[src/rtl/kernel_coeff_scheduler.sv]
// Sequences a kernel generator (clear, generate, load) and arbitrates two read ports into the coefficient bank.
// Optional generation watchdog: define KSCHED_TIMEOUT_EN.
module kernel_coeff_scheduler #(
  parameter int SIZE    = 5,
  parameter int COEF_W  = 16,
  parameter int TIMEOUT = 1024
) (
  input  logic                            clk,
  input  logic                            reset_n,
  input  logic                            start,
  output logic                            gen_reset,
  output logic                            gen_enable,
  input  logic                            gen_done,
  input  logic [SIZE*SIZE*COEF_W-1:0]     gen_kernel,
  input  logic                            req0,
  input  logic                            req1,
  input  logic [$clog2(SIZE*SIZE)-1:0]    addr0,
  input  logic [$clog2(SIZE*SIZE)-1:0]    addr1,
  output logic                            gnt0,
  output logic                            gnt1,
  output logic                            rvalid0,
  output logic                            rvalid1,
  output logic [COEF_W-1:0]               rdata,
  output logic                            addr_err,
  output logic                            kernel_valid,
  output logic                            err
);

  localparam int unsigned N  = SIZE * SIZE;
  localparam int unsigned AW = $clog2(N);
  localparam logic [AW:0] N_L = (AW+1)'(N);

  typedef enum logic [2:0] {
    S_IDLE,
    S_CLR,
    S_GEN,
    S_LOAD,
    S_READY,
    S_ERR
  } state_t;

  state_t            state, state_nx;
  logic              ptr;  // 0: req0 wins a tie, 1: req1 wins a tie
  logic [COEF_W-1:0] bank [N];
  logic [AW-1:0]     sel_addr;
  logic              in_range;

`ifdef KSCHED_TIMEOUT_EN
  localparam int unsigned TW = $clog2(TIMEOUT + 1);
  logic [TW-1:0] tcnt;
`endif

  always_comb begin
    state_nx     = state;
    gen_reset    = 1'b0;
    gen_enable   = 1'b0;
    kernel_valid = 1'b0;
    err          = 1'b0;
    gnt0         = 1'b0;
    gnt1         = 1'b0;
    case (state)
      S_IDLE: begin
        if (start) state_nx = S_CLR;
      end
      S_CLR: begin
        gen_reset = 1'b1;
        state_nx  = S_GEN;
      end
      S_GEN: begin
        gen_enable = 1'b1;
        if (gen_done) state_nx = S_LOAD;
`ifdef KSCHED_TIMEOUT_EN
        else if (tcnt == TW'(TIMEOUT - 1)) state_nx = S_ERR;
`endif
      end
      S_LOAD: begin
        state_nx = S_READY;
      end
      S_READY: begin
        kernel_valid = 1'b1;
        if (req0 && (!req1 || !ptr)) gnt0 = 1'b1;
        else if (req1)               gnt1 = 1'b1;
        if (start) state_nx = S_CLR;
      end
      S_ERR: begin
`ifdef KSCHED_TIMEOUT_EN
        err = 1'b1;
`endif
        if (start) state_nx = S_CLR;
      end
      default: state_nx = S_IDLE;
    endcase
  end

  always_ff @(posedge clk or negedge reset_n) begin
    if (!reset_n) begin
      state <= S_IDLE;
    end else begin
      state <= state_nx;
    end
  end

`ifdef KSCHED_TIMEOUT_EN
  // Cleared while in CLR so every GEN visit starts counting from zero.
  always_ff @(posedge clk or negedge reset_n) begin
    if (!reset_n) begin
      tcnt <= '0;
    end else if (state == S_CLR) begin
      tcnt <= '0;
    end else if (state == S_GEN) begin
      tcnt <= tcnt + 1'b1;
    end
  end
`endif

  always_ff @(posedge clk or negedge reset_n) begin
    if (!reset_n) begin
      for (int unsigned i = 0; i < N; i++) bank[i] <= '0;
    end else if (state == S_LOAD) begin
      for (int unsigned i = 0; i < N; i++) bank[i] <= gen_kernel[i*COEF_W +: COEF_W];
    end
  end

  always_ff @(posedge clk or negedge reset_n) begin
    if (!reset_n) begin
      ptr <= 1'b0;
    end else if (gnt0) begin
      ptr <= 1'b1;
    end else if (gnt1) begin
      ptr <= 1'b0;
    end
  end

  always_comb begin
    sel_addr = gnt1 ? addr1 : addr0;
    in_range = {1'b0, sel_addr} < N_L;
  end

  // Read port: one-cycle latency, all outputs return to zero when nothing was granted.
  always_ff @(posedge clk or negedge reset_n) begin
    if (!reset_n) begin
      rvalid0  <= 1'b0;
      rvalid1  <= 1'b0;
      rdata    <= '0;
      addr_err <= 1'b0;
    end else begin
      rvalid0 <= gnt0;
      rvalid1 <= gnt1;
      if (gnt0 || gnt1) begin
        rdata    <= in_range ? bank[sel_addr] : '0;
        addr_err <= !in_range;
      end else begin
        rdata    <= '0;
        addr_err <= 1'b0;
      end
    end
  end

endmodule

[config.mk]
export PLATFORM = sky130hd
export DESIGN_NAME = kernel_coeff_scheduler
export DESIGN_NICKNAME = d
export VERILOG_FILES = /design/src/rtl/kernel_coeff_scheduler.sv
export SDC_FILE = /design/constraint.sdc
export NUM_CORES = 1
export LEC_CHECK = 0
export BUFFER_PORTS_ARGS = -buffer_cell sky130_fd_sc_hd__buf_2
export CAP_MARGIN = 20
export CELL_PAD_IN_SITES_DETAIL_PLACEMENT = 0
export CELL_PAD_IN_SITES_GLOBAL_PLACEMENT = 2
export CORE_MARGIN = 3
export CORE_UTILIZATION = 37
export DETAILED_ROUTE_END_ITERATION = 7
export PLACE_DENSITY_LB_ADDON = 0.1
export SYNTH_ARGS = -nofsm -noshare
export SYNTH_HDL_FRONTEND = slang
export SYNTH_SLANG_ARGS = --single-unit
[constraint.sdc]
create_clock -name clk -period 4.7 [get_ports clk]
set_input_delay 0.94 -clock clk [delete_from_list [all_inputs] [get_ports clk]]
set_output_delay 0.94 -clock clk [all_outputs]
set_load 0.02 [all_outputs]
# Yosys cells after proc, flatten, opt, wreduce, memory -nomap -nowiden

Index checks and enable logic that the tools add are counted.

Flip-flop bits (word level): 423
Input port bits: 416
Output and inout port bits: 25
Word-level logic and storage cells: 71

Magnitude comparators: 2
Eq/ne operators: 7
Multiplexer cells: 20
Bitwise gates (word level): 1
Reduce and logical (&&, ||, !) cells: 10

Operators with widths:

| kind               | count |
|---|---|
| $bmux 16 s5        | 1 |
| $mux 16            | 4 |
| $pmux 3 s4         | 1 |
| $mux 1             | 11 |
| $eq 3x2->1 const B | 2 |
| $eq 3x3->1 const B | 2 |
| $ge 6x6->1 const B | 1 |
| $mux 3             | 2 |
| $not 5->6          | 1 |
| $lt 5x5->1 const B | 1 |
| $mux 5             | 1 |
| $eq 3x1->1 const B | 1 |
| $logic_not 1->1    | 3 |
| $logic_not 3->1    | 1 |
| $reduce_or 3->1    | 1 |
| $logic_or 1x1->1   | 2 |
| $ne 2x1->1 const B | 1 |
| $ne 2x2->1 const B | 1 |
| $reduce_and 2->1   | 1 |
| $reduce_bool 2->1  | 1 |
| $logic_and 1x1->1  | 1 |

# Logic depth before layout (Yosys ltp)

Depth after elaboration: 12
Depth in mapped cells: 14
Mapped depth without buffers: 9

# Worst setup path before layout

OpenSTA, ideal clock, no wires.

Path type: input-to-reg
From: in req0
To: reg rdata[0]
Setup time: 138 ps
Arrival: 3040 ps
Data required time: 4562 ps
Slack: 1522 ps
Stages on the path: 9
Path buffers: 1
Path through: nand2b_1 nand3_4 inv_2 mux2_2 nand3_1 clkbuf_1 nor4_1 a221oi_1 or4b_1

Longest elaborated chain between the ends: 10
Elaborated cells on any way between the ends: 14
Those cells by class: 1 x order compare; 10 x mux; 1 x bitwise; 2 x reduce/logical

RTL lines:

| what                                        | line | text |
|---|---|---|
| start: declaration                          | 15   | `input logic req0,` |
| $logic_and 1x1->1 (*)                       | 81   | `if (req0 && (!req1 \|\| !ptr)) gnt0 = 1'b1;` |
| $mux 1 (*)                                  | 81   |  |
| $mux 1 (*)                                  | 61   | `case (state)` |
| net gnt1                                    | 20   | `output logic gnt1,` |
| $mux 5                                      | 135  | `sel_addr = gnt1 ? addr1 : addr0;` |
| $not 5->6 (implied by the code)             | 150  | `rdata <= in_range ? bank[sel_addr] : '0;` |
| $bmux 16 s5                                 | 150  |  |
| $mux 16 (implied by the code) (2 in series) | 150  |  |
| $mux 16                                     | 150  |  |
| $mux 16 (*)                                 | 149  | `if (gnt0 \|\| gnt1) begin` |
| end signal: assignment                      | 150  |  |
| end: declaration                            | 23   | `output logic [COEF_W-1:0] rdata,` |

The timed path passes the listed nets; every way through them passes the cells marked *. The select of a mux whose other input is x is not followed.
A chain may end at the register's enable or synchronous reset.

# Final worst setup path

From: reg state[1]
To: reg rdata[0]

Longest elaborated chain between the ends: 9
Elaborated cells on any way between the ends: 12
Those cells by class: 1 x order compare; 1 x eq/ne; 8 x mux; 1 x bitwise; 1 x reduce/logical

RTL lines:

| what                                        | line | text |
|---|---|---|
| start: declaration                          | 42   | `state_t state, state_nx;` |
| start signal: assignment                    | 99   | `state <= state_nx;` |
| $eq 3x3->1 (*)                              | 61   |  |
| $mux 1                                      | 61   |  |
| $mux 5                                      | 135  |  |
| $not 5->6 (implied by the code)             | 150  |  |
| $bmux 16 s5                                 | 150  |  |
| $mux 16 (implied by the code) (2 in series) | 150  |  |
| $mux 16                                     | 150  |  |
| $mux 16 (*)                                 | 149  |  |

Mark *: on every way between the ends. The rest lies on a longest branch, timed or not. The select of a mux whose other input is x is not followed.

==> metrics.cfg <==
[clocking]
clk_pin_slew_ns=0.06
numCtsBuffers=48
cts_tree=yes
clockBufferDepth=3
cts_resized=0
insertion_delay_ns=0.59
h-tree-depth=2
ctsRootBufferMaster=clkbuf_16
cts_sinks=423
holdBufCountCts=0
cts_setup_buffers=0

[place]
port_buffers=439
pre_cts_ws_ns=0.759
place_hpwl_mm=50.8
placed_area_mm2=0.0225
gp_congestion=0.807
place_inst=2601

[routing]
wl_per_cell_um=25.4
antenna_left=0
drtIter0Drc=700
num_vias=14500
drt-pass1-iter-count=5
routed_wirelength_mm=68.3
remaining_drc_errors=0
vias_per_cell=5.38

[synthesis]
yosys-top-cells-area=dfrtp_1 54%, mux2_2 23%, a211oi_1 3.3%
synth_edf_count=0
ys.warnings.count=0
synthCells=1555
syn_area_mm2=0.0194
synth-main-ff-cell=dfrtp_1
synth_top_area_share=0.545
yosysTopAreaCell=dfrtp_1
yosysSeqAreaShare=0.545
synth_seq_cells=423
synth.avg_cell_area_um2=12.5
yosys.cell_types.count=55
syn_nets=1971
async_flop_share=1.00

[worst_setup_path]
cpPeakStageDelay_ns=0.64
crit_path_start_kind=register
worstPathCellList=or3b_1 > clkinv_8 > nand4_2 > nand2_8 > buf_12 > nand2_1 > a211o_1 > a211oi_1 > or4b_1
rr_startpoint=state[1]
critPathCaptureType=register
slowest_stage=or3b_1
worstReg2RegEnd=rdata[0]
required_ns=5.21
critical_path_arrival_ns=4.19
reg2reg_depth=9
cp_max_fo=45
rrSetupSlack_ns=1.02
crit_type=reg2reg

[layout]
nFillCells=4876
finalNetCount=2387
area_growth_syn_to_layout_pct=23.6
register_area_mm2=0.0106
layout_commonest_cell=buf_2
drive_gt1_frac=0.493
multi_input_area_mm2=0.00832
fin_cells=2692
stdcell_area_mm2=0.0240
layout_common_cells=438 x buf_2, 423 x dfrtp_1, 401 x mux2_2

[floorplan]
io_pins=441
fp.dieW_um=235
start_util=0.377
die_area_mm2=0.0553
die_h_um=235
rows=83
coreArea_mm2=0.0516

[timing]
finalCritPeriodShare=0.783
rsz0062_at_grt=no
fin_ws_ns=1.02
worst_pin_slew_ns=0.960
timing.fmax_mhz=272
period_minus_slack_ns=3.68
slew_headroom=0.359
finalSetupViolCount=0
skew_ns=0.0165
drv_slew=0
hold_violations=0
fin_tns_setup_ns=0

[global_routing]
antenna_found_initial=11
grtUsageTotal=0.242
grt_first_pass_wirelength_mm=101
grt_pass1_vias=15400
grt-ovfl-total=0
grt_max_degree=95

[run_status]
outcome=finished, final reports clean

[power]
p_leak_nw=11.0
p_per_area_mw_per_mm2=614
ir_worst_vdd_mv=0.265

[worst_hold_path]
worstHoldPathType=in2async

[run]
drv_cap=0

flip-flops by register name (all words and copies together) (netlist names):
name      count
ptr           1
state         3
addr_err      1
rvalid1       1
bank        400
rvalid0       1
rdata        16
worst max path at each step:
stage          slack, ns     start         to
2_1_floorplan       1.52      req0   rdata[0]
3_3_place_gp        0.82      req1   rdata[3]
3_5_place_dp        0.76      req1   rdata[3]
4_1_cts             0.99  state[2]   rdata[3]
5_1_grt             0.82  state[1]  rdata[13]
6_report            1.02  state[1]   rdata[0]
power by group:
part	leakage, nW	total, mW	internal, mW	switching (mW)
Combinational	5.30	4.61	2.58	2.02
Clock	0.724	3.59	2.07	1.52
Sequential	4.98	6.55	5.49	1.06
Yosys cell counts (2+ instances only):
cell type and count:
dfrtp_1 423, mux2_2 401, nand2_1 156, and3_1 87, a211oi_1 85, a21oi_1 76, clkbuf_1 72, buf_2 37
mux2i_1 23, a31oi_1 19, a211o_1 17, a22oi_1 17, a211oi_2 11, nand3_1 11, nand4_1 11, nor4_1 11
o21ai_0 10, a32oi_1 7, nor2_1 7, a311oi_1 6, buf_6 6, a221oi_1 5, a2111oi_0 4, and2_1 4
buf_1 4, buf_4 4, or4b_1 4, nor3b_1 3, or4_1 3, a21o_1 2, inv_1 2, nand2b_1 2
nor3_1 2, o31ai_2 2
worst max-delay path: cells and delay by family (launching register included):
family	cells	cell delay (ns)
flops	1	0.41
compound gates	2	0.79
buf+inv	2	0.47
simple gates	5	1.89
metrics by stage:
step / power (mW) / hold slack, ns / utilization
after CTS: 14.9 / 0.422 / 0.465
final: 14.8 / 0.414 / 0.465
after global routing: 15.6 / 0.476 / 0.465
after detailed placement: 11.2 / 0.474 / 0.437
after floorplan: 9.64 / 0.446 / -
after global placement: 11.2 / 0.459 / 0.437
kinds of logic after synthesis:
group	count (synthesis)	share of synthesized area
multiplexers	424	0.244
flip-flops	423	0.545
AND/OR/NAND/NOR	311	0.0817
AO/OA/AOI/OAI	269	0.0986
buffers and inverters	127	0.0306
other	1	0.000193
area by class of cell:
type / instances / area share
inverter: 4 / 0.00115
antenna: 8 / 0.000833
clock buffer: 72 / 0.0575
tap: 680 / 0.0354
clock inverter: 11 / 0.00375
timing repair buffer: 489 / 0.114
sequential: 423 / 0.441
multi-input combinational: 1005 / 0.346
routing by layer:
layer	GRT usage	routed length, µm	share of wire	vias to the layer above
met5	0	45	0.00066	-
met4	0.0818	1970	0.029	8
met3	0.0445	3390	0.050	104
met2	0.403	33100	0.49	407
met1	0.320	29700	0.44	7411
li1	-	-	-	6562
No activity file was read; power rests on OpenSTA's default activity.
